===== src/rtl/seg_pkg.sv =====
// Shared types and constants for the 7-segment display path.
// The nibble type is also used by the downstream hex-to-segment decoder.
package seg_pkg;

  localparam int SEG_MAX_DIGITS = 8;
  localparam int SEG_WORD_W     = 4 * SEG_MAX_DIGITS;

  localparam logic [SEG_MAX_DIGITS-1:0] SEG_AN_OFF = '1;

  typedef logic [3:0]            nibble_t;
  typedef logic [2:0]            digit_idx_t;
  typedef logic [SEG_WORD_W-1:0] seg_word_t;

  // What happens to the active/pending pair on a given cycle.
  typedef enum logic [1:0] {
    UPD_HOLD,
    UPD_PEND,
    UPD_PROMOTE,
    UPD_DIRECT
  } upd_e;

  function automatic nibble_t nibble_at(input seg_word_t value, input digit_idx_t idx);
    seg_word_t shifted;
    shifted = value >> {idx, 2'b00};
    return shifted[3:0];
  endfunction

  // True when every nibble from idx upward is zero.
  function automatic logic upper_is_zero(input seg_word_t value, input digit_idx_t idx);
    seg_word_t shifted;
    shifted = value >> {idx, 2'b00};
    return (shifted == '0);
  endfunction

endpackage


===== src/rtl/seg_refresh_tick.sv =====
// Free-running prescaler: tick is high on the last cycle of every
// REFRESH_DIV-cycle period.
module seg_refresh_tick #(
  parameter int REFRESH_DIV = 100000
) (
  input  logic clk,
  input  logic rst,
  output logic tick
);

  localparam int CNT_W = $clog2(REFRESH_DIV);
  localparam logic [CNT_W-1:0] CNT_LAST = CNT_W'(REFRESH_DIV - 1);
  localparam logic [CNT_W-1:0] CNT_ONE  = CNT_W'(1);

  logic [CNT_W-1:0] cnt_q;
  logic [CNT_W-1:0] cnt_d;

  always_comb begin
    tick  = (cnt_q == CNT_LAST);
    cnt_d = cnt_q + CNT_ONE;
    if (tick) begin
      cnt_d = '0;
    end
  end

  always_ff @(posedge clk) begin
    if (rst) begin
      cnt_q <= '0;
    end else begin
      cnt_q <= cnt_d;
    end
  end

endmodule


===== src/rtl/seg_display_scan.sv =====
// Time-multiplexed scanner for an N-digit common-anode display with
// frame-synchronous value updates and optional leading-zero blanking.
module seg_display_scan
  import seg_pkg::*;
#(
  parameter int REFRESH_DIV = 100000,
  parameter int N_DIGITS    = 8
) (
  input  logic                    clk,
  input  logic                    rst,
  input  logic [4*N_DIGITS-1:0]   data_in,
  input  logic                    load,
  input  logic                    blank_lz,
  output logic [3:0]              digit_value,
  output logic [2:0]              digit_sel,
  output logic [N_DIGITS-1:0]     an,
  output logic                    frame
);

  localparam int DATA_W = 4 * N_DIGITS;
  localparam digit_idx_t IDX_LAST = digit_idx_t'(N_DIGITS - 1);
  localparam digit_idx_t IDX_ONE  = digit_idx_t'(1);
  localparam logic [N_DIGITS-1:0] AN_ONE = N_DIGITS'(1);
  localparam logic [N_DIGITS-1:0] AN_OFF = SEG_AN_OFF[N_DIGITS-1:0];

  logic tick;
  logic boundary;
  logic blanked;
  upd_e upd;

  digit_idx_t        idx_q,     idx_d;
  logic [DATA_W-1:0] active_q,  active_d;
  logic [DATA_W-1:0] pending_q, pending_d;
  logic              pend_v_q,  pend_v_d;
  logic              wrap_q,    wrap_d;

  nibble_t           digit_value_q, digit_value_d;
  digit_idx_t        digit_sel_q,   digit_sel_d;
  logic [N_DIGITS-1:0] an_q,        an_d;
  logic              frame_q,       frame_d;

  seg_refresh_tick #(
    .REFRESH_DIV (REFRESH_DIV)
  ) u_refresh_tick (
    .clk  (clk),
    .rst  (rst),
    .tick (tick)
  );

  always_comb begin
    boundary = tick && (idx_q == IDX_LAST);
    idx_d    = idx_q;
    if (tick) begin
      idx_d = boundary ? '0 : idx_q + IDX_ONE;
    end
    wrap_d = boundary;
  end

  // A load landing on the boundary wins outright and drops any older pending value.
  always_comb begin
    upd = UPD_HOLD;
    if (load && boundary) begin
      upd = UPD_DIRECT;
    end else if (load) begin
      upd = UPD_PEND;
    end else if (boundary && pend_v_q) begin
      upd = UPD_PROMOTE;
    end
  end

  always_comb begin
    active_d  = active_q;
    pending_d = pending_q;
    pend_v_d  = pend_v_q;
    case (upd)
      UPD_PEND: begin
        pending_d = data_in;
        pend_v_d  = 1'b1;
      end
      UPD_PROMOTE: begin
        active_d = pending_q;
        pend_v_d = 1'b0;
      end
      UPD_DIRECT: begin
        active_d = data_in;
        pend_v_d = 1'b0;
      end
      default: begin
      end
    endcase
  end

  // Outputs are a registered view of this cycle's scan state.
  always_comb begin
    blanked = blank_lz && (idx_q != '0) && upper_is_zero(seg_word_t'(active_q), idx_q);
    digit_sel_d   = idx_q;
    digit_value_d = nibble_at(seg_word_t'(active_q), idx_q);
    an_d          = ~(AN_ONE << idx_q);
    if (blanked) begin
      an_d = AN_OFF;
    end
    frame_d = wrap_q;
  end

  always_ff @(posedge clk) begin
    if (rst) begin
      idx_q         <= '0;
      active_q      <= '0;
      pending_q     <= '0;
      pend_v_q      <= 1'b0;
      wrap_q        <= 1'b0;
      digit_value_q <= '0;
      digit_sel_q   <= '0;
      an_q          <= AN_OFF;
      frame_q       <= 1'b0;
    end else begin
      idx_q         <= idx_d;
      active_q      <= active_d;
      pending_q     <= pending_d;
      pend_v_q      <= pend_v_d;
      wrap_q        <= wrap_d;
      digit_value_q <= digit_value_d;
      digit_sel_q   <= digit_sel_d;
      an_q          <= an_d;
      frame_q       <= frame_d;
    end
  end

  assign digit_value = digit_value_q;
  assign digit_sel   = digit_sel_q;
  assign an          = an_q;
  assign frame       = frame_q;

endmodule


===== config.mk =====
export PLATFORM = sky130hd
export DESIGN_NAME = seg_display_scan
export DESIGN_NICKNAME = d
export VERILOG_FILES = /design/src/rtl/seg_pkg.sv /design/src/rtl/seg_refresh_tick.sv /design/src/rtl/seg_display_scan.sv
export SDC_FILE = /design/constraint.sdc
export NUM_CORES = 1
export LEC_CHECK = 0
export CAP_MARGIN = 25
export CELL_PAD_IN_SITES_DETAIL_PLACEMENT = 1
export CELL_PAD_IN_SITES_GLOBAL_PLACEMENT = 1
export CORE_ASPECT_RATIO = 2
export CORE_UTILIZATION = 46
export CTS_CLUSTER_DIAMETER = 30
export DETAILED_ROUTE_END_ITERATION = 12
export GPL_ROUTABILITY_DRIVEN = 1
export HOLD_SLACK_MARGIN = 0.1
export PLACE_DENSITY_LB_ADDON = 0.08
export REMOVE_ABC_BUFFERS = 1
export SYNTH_ARGS = -nofsm -noshare
export SYNTH_HDL_FRONTEND = slang
export SYNTH_HIERARCHICAL = 1
export SYNTH_SLANG_ARGS = --single-unit

===== constraint.sdc =====
create_clock -name clk -period 4.8 [get_ports clk]
set_input_delay 0.96 -clock clk [delete_from_list [all_inputs] [get_ports clk]]
set_output_delay 0.96 -clock clk [all_outputs]
set_load 0.01 [all_outputs]

# Word-level counts from Yosys, hierarchy flattened

Index checks and enable logic that the tools add are counted.

$add $sub $neg: 2
Multiply operators: 0
Div/mod/pow operators: 0
$lt $le $gt $ge: 0
Equal/unequal tests: 5
Shift-type cells: 2
Mux-type cells: 6
Bitwise operators: 1
Reduce and logical (&&, ||, !) cells: 12

Operator list:

| operator                                                           | number |
|---|---|
| 32-bit one-hot mux with 2 select lines                             | 1 |
| 32-bit zero test                                                   | 1 |
| 32-bit by 5-bit right shift with 32-bit output                     | 1 |
| 17-bit by 1-bit adder with 17-bit output (second input constant)   | 1 |
| 17-bit == test (second input constant)                             | 1 |
| 8-bit inverter                                                     | 1 |
| 1-bit by 3-bit << shifter with 8-bit output (first input constant) | 1 |
| 2-bit two-way mux                                                  | 3 |
| 2-bit OR reduction                                                 | 3 |
| 1-bit logical AND                                                  | 5 |
| 2-bit == test (second input constant)                              | 2 |
| 2-bit nonzero test                                                 | 2 |
| 3-bit by 1-bit adder with 3-bit output (second input constant)     | 1 |
| 3-bit == test (second input constant)                              | 1 |
| 3-bit two-way mux                                                  | 1 |
| 3-bit nonzero test                                                 | 1 |
| 2-bit by 1-bit == test with 1-bit output (second input constant)   | 1 |
| 1-bit one-hot mux with 2 select lines                              | 1 |

Register bits after elaboration: 102
Bits in latches: 0
RAM bits: 0
ROM bits: 0
Input bits: 36
Output and inout bits: 16
Word-level logic and storage cells: 38
Memories: 0

# Logic depth before layout (Yosys ltp)

Word-level depth: 9
Mapped depth: 11
Depth with buffers taken out: 8

# Cells and area by module

The synthesis kept the hierarchy.

Modules (own cells, without submodules):

| module           | times used | cells an instance | area each (um^2) | seq. area each (um^2) |
|---|---|---|---|---|
| seg_display_scan | 1          | 455               | 3,891.2          | 1,701.6 |
| seg_refresh_tick | 1          | 88                | 797.0            | 340.3 |

# Worst setup path before layout

OpenSTA, ideal clock, no wires.

Path type: flip-flop to flip-flop
Start: register idx_q[1] (netlist: digit_sel_d[1])
End: register an_q[1] (netlist: an[1])
Library setup time: 0.080 ns
Arrival time: 2.136 ns
Data required time: 4.720 ns
Slack: 2.584 ns
Stages on the path, launching flop included: 10
Path buffers: 3
Clock period less this slack: 2.216 ns
Cell sequence: dfxtp_1 > buf_6 > buf_2 > clkbuf_1 > inv_1 > ha_1 > or3_1 > o21ai_0 > o2111ai_2 > o211ai_1

Word-level cells in the longest chain between the ends: 4
Elaborated cells on any way between the ends: 8
Classes of those cells: 2 x shift; 1 x bitwise; 5 x reduce/logical

RTL lines:

| item                                                                                 | RTL line                              | RTL |
|---|---|---|
| start: declaration                                                                   | seg_display_scan.sv:31                | `digit_idx_t idx_q, idx_d;` |
| start signal: assignment                                                             | seg_display_scan.sv:117               | `idx_q <= idx_d;` |
| 32-bit by 5-bit right shift with 32-bit output or 3-bit nonzero test (tied branches) | --                                    |  |
| 32-bit zero test or 1-bit logical AND (tied branches)                                | seg_pkg.sv:32, seg_display_scan.sv:95 |  |
| 1-bit logical AND                                                                    | seg_display_scan.sv:95                | `blanked = blank_lz && (idx_q != '0) && upper_is_zero(seg_word_t'(active_q), idx_q);` |
| 2-bit OR reduction (no source line)                                                  | --                                    |  |
| end signal: assignment                                                               | seg_display_scan.sv:124               | `an_q <= an_d;` |
| end: declaration                                                                     | seg_display_scan.sv:39                | `logic [N_DIGITS-1:0] an_q, an_d;` |

Parallel ways exist; a longest one is shown, timed or not.
A chain may end at the register's enable or synchronous reset.

# Worst setup path after layout

Start: register idx_q[1] (netlist: digit_sel_d[1])
End: register an_q[7] (netlist: an[7])

Same word-level chain as after synthesis.

==> key figures <==
Clock tree
  • Sink Count: 102
  • Clock buffer depth: 2
  • Gates resized, CTS repair: 0
  • Hold Buf Count CTS: 0
  • H-tree lvl count: 3
  • Cts bufs inserted: 9
  • Clock root buffer: clkbuf_16
  • Worst-Skew Late Latency: 0.35 ns
  • CTS tree: yes
  • Worst-path clk slew: 0.06 ns
  • Post-CTS Setup Bufs: 0

Yosys
  • Post-synth EDFFs: 0
  • Yosys top cell by area: dfxtp_1
  • Dominant synthesized flop cell: dfxtp_1
  • Mean Syn Cell Area: between 8 and 9 sq um
  • Yosys reg bits: ~100
  • YS warnings: 6
  • Synth async-reset ratio: 0%
  • Synth area leaders: dfxtp_1 (44%), mux2i_1 (8.1%), a21oi_1 (7.4%)
  • Register area share after synthesis: 43.55%
  • Mapped Cells: 543
  • Cell Area, Synth: 0.004688 sq mm
  • Distinct cells, synth: 45
  • Area share of the leading cell type in the synthesized netlist: between 40% and 50%

Global routing
  • Met2 demand-to-capacity share in global routing: 47.61%
  • Met1 usage: about a quarter
  • Met3 Use GR: 4.224%
  • Largest net degree at the start of global routing: 49
  • First-pass GRT wire length: 19710 um
  • Initial antenna violation count: 0
  • Total GRT Usage: between 20% and 30%
  • Congestion Overflow GR: 0
  • Number of global-route vias before repair: 4112
  • Layer with the highest usage: met2

Placement
  • Gp weighted congestion: 0.9019
  • Port Buffer Count: a little over 50
  • Placed inst area: 0.005239 sq mm
  • Post-DP HPWL: 8672 um

Power and ir drop
  • Tot Pwr: between 1.5 and 2 mW
  • Max VDD drop: 0.0002139 V
  • Power Dens Cells: 321.1 mW/mm^2
  • Leakage power total: 2.113 nW

Finish
  • N_diodes: 0
  • Area grow syn2layout: 18.63%
  • Final instance area: 0.005562 sq mm
  • Nets: about 600
  • Most common cell after layout, fill and taps aside: dfxtp_1
  • Share of post-route cells with drive strength above 1: 6.920%
  • Commonest non-fill, non-tap cells in the layout: dfxtp_1 (102), nand2_1 (80), a21oi_1 (69)

Worst setup path
  • Crit path max fanout: 27
  • Reg2Reg Launch Point: digit_sel_d[1]
  • Worst Path Arrival: between 3 and 4 ns
  • Worst setup startpoint: digit_sel_d[1]
  • RR Endpoint: an[7]
  • R2R Setup Slk: 1.94 ns
  • Cells on worst reg2reg path: 5
  • Kind of critical path: flip-flop to flip-flop
  • Critical Path End Type: flip-flop
  • Crit path capture: an[7]
  • Startpoint Class: flip-flop
  • WP data required: just over 5 ns

STA
  • Final worst path period need: ~2.9 ns
  • Worst relative slew slack: 29.35%
  • Crit share post-route: 59.52%
  • Max Fclk: 0.3500 GHz
  • Final Hold Fails: 0
  • Worst slew pin tran: 1.058 ns
  • Max-slew violation count: 0
  • RSZ-0062 raised after global routing: no
  • Final setup TNS: 0 ns
  • Count of final setup violators: 0
  • Clock Skew: ~0.0061 ns

Floorplanning
  • Die W: 73.39 um
  • Die Area: between 0.01 and 0.015 sq mm
  • Rows: 51
  • Core Box Area: slightly below 0.01 sq mm
  • # IOs: 52
  • Initial Util: 47.71%
  • Die H: approximately 140 um

Drt
  • Drt initial violations: 182
  • 1st-pass router iterations: 4
  • Wire length per cell: 17.12 um
  • Post-route ant nets: 0
  • Final wirelength: 12150 um
  • Vias per cell: 5.542
  • Residual DRC: 0
  • Routed via count: 3935

Status
  • Status: finished, final reports clean

Min path
  • Worst hold path class: flip-flop to flip-flop

Run
  • Max-Cap Viols: 0
-- cell usage after synthesis (4+ instances only) --
library cell and instances:
dfxtp_1 102, nand2_1 80, a21oi_1 69, o21ai_0 39
mux2i_1 38, nor2_1 38, nand2b_1 33, clkbuf_1 30
nor4_1 11, nand3_1 8, xnor2_1 8, ha_1 7
mux4_2 7, nor3_1 7, inv_1 5, nand4_1 5
xor2_1 5, o211ai_1 4
-- critical path, cell delays in order, from the launching register on --
cell       delay (ns)
dfxtp_1          1.02
mux4_2           0.63
or3_1            0.37
a211oi_2         0.26
o2111ai_2        0.25
o211ai_1         0.25
-- metrics by stage --
stage                     util (%)  hold slack, ns  std cells  setup WS, ns
after floorplan                  -          0.4138        504         2.260
after global placement       53.31          0.4180        694         2.001
after detailed placement     53.31          0.4279        694         1.896
after CTS                    56.60          0.4465        710         1.969
after global routing         56.60          0.4646        710         1.786
final                        56.60          0.4408        710         1.943
-- power breakdown --
group / internal, mW / switching [mW] / leakage (nW)
Sequential: 0.864 / 0.00991 / 0.829
Clock: 0.470 / 0.309 / 0.163
Combinational: 0.0627 / 0.0712 / 1.12
Total: 1.40 / 0.390 / 2.11
-- cell families (layout without fill, tap and decap cells) --
kind of cell / count (synthesis) / count (layout) / share of synthesized area (%)
AO/OA/AOI/OAI: 125 / 125 / 14.60
XOR/XNOR: 13 / 13 / 2.429
adder cells (fa/ha/maj): 7 / 7 / 1.868
buffers and inverters: 45 / 80 / 4.163
flip-flops: 102 / 102 / 43.55
multiplexers: 46 / 46 / 12.04
AND/OR/NAND/NOR: 205 / 205 / 21.35
-- registers in the layout, indices dropped and copies added, names as in the netlist --
signal,cells
active_q,32
pending_q,32
u_refresh_tick/cnt_q,17
an,8
digit_value,4
digit_sel,3
digit_sel_d,3
frame,1
frame_d,1
pend_v_q,1
-- layer usage --
layer | wire (um) | vias up
met3 | 305 | 22
met2 | 6974 | 64
li1 | - | 1943
met5 | 0 | -
met1 | 4567 | 1906
met4 | 306 | 0
-- layout make-up --
class	instances	area, sq um
Clock buffer	10	239.0
Multi-Input combinational cell	396	2451
Clock inverter	6	83.83
Fill cell	1205	4265
Inverter	6	22.52
Timing Repair Buffer	58	558.0
Sequential cell	102	2042
Tap cell	132	165.2
-- how the worst min path moves through the flow --
stage / endpoint / depth (start not counted) / startpoint / slack (ns)
3_3_place_gp: frame / 1 / frame_d / 0.42
4_1_cts: frame / 1 / frame_d / 0.45
5_1_grt: frame / 1 / frame_d / 0.46
3_5_place_dp: frame / 1 / frame_d / 0.43
2_1_floorplan: frame / 1 / frame_d / 0.41
6_report: frame / 1 / frame_d / 0.44
(Power assumes the default switching activity.)
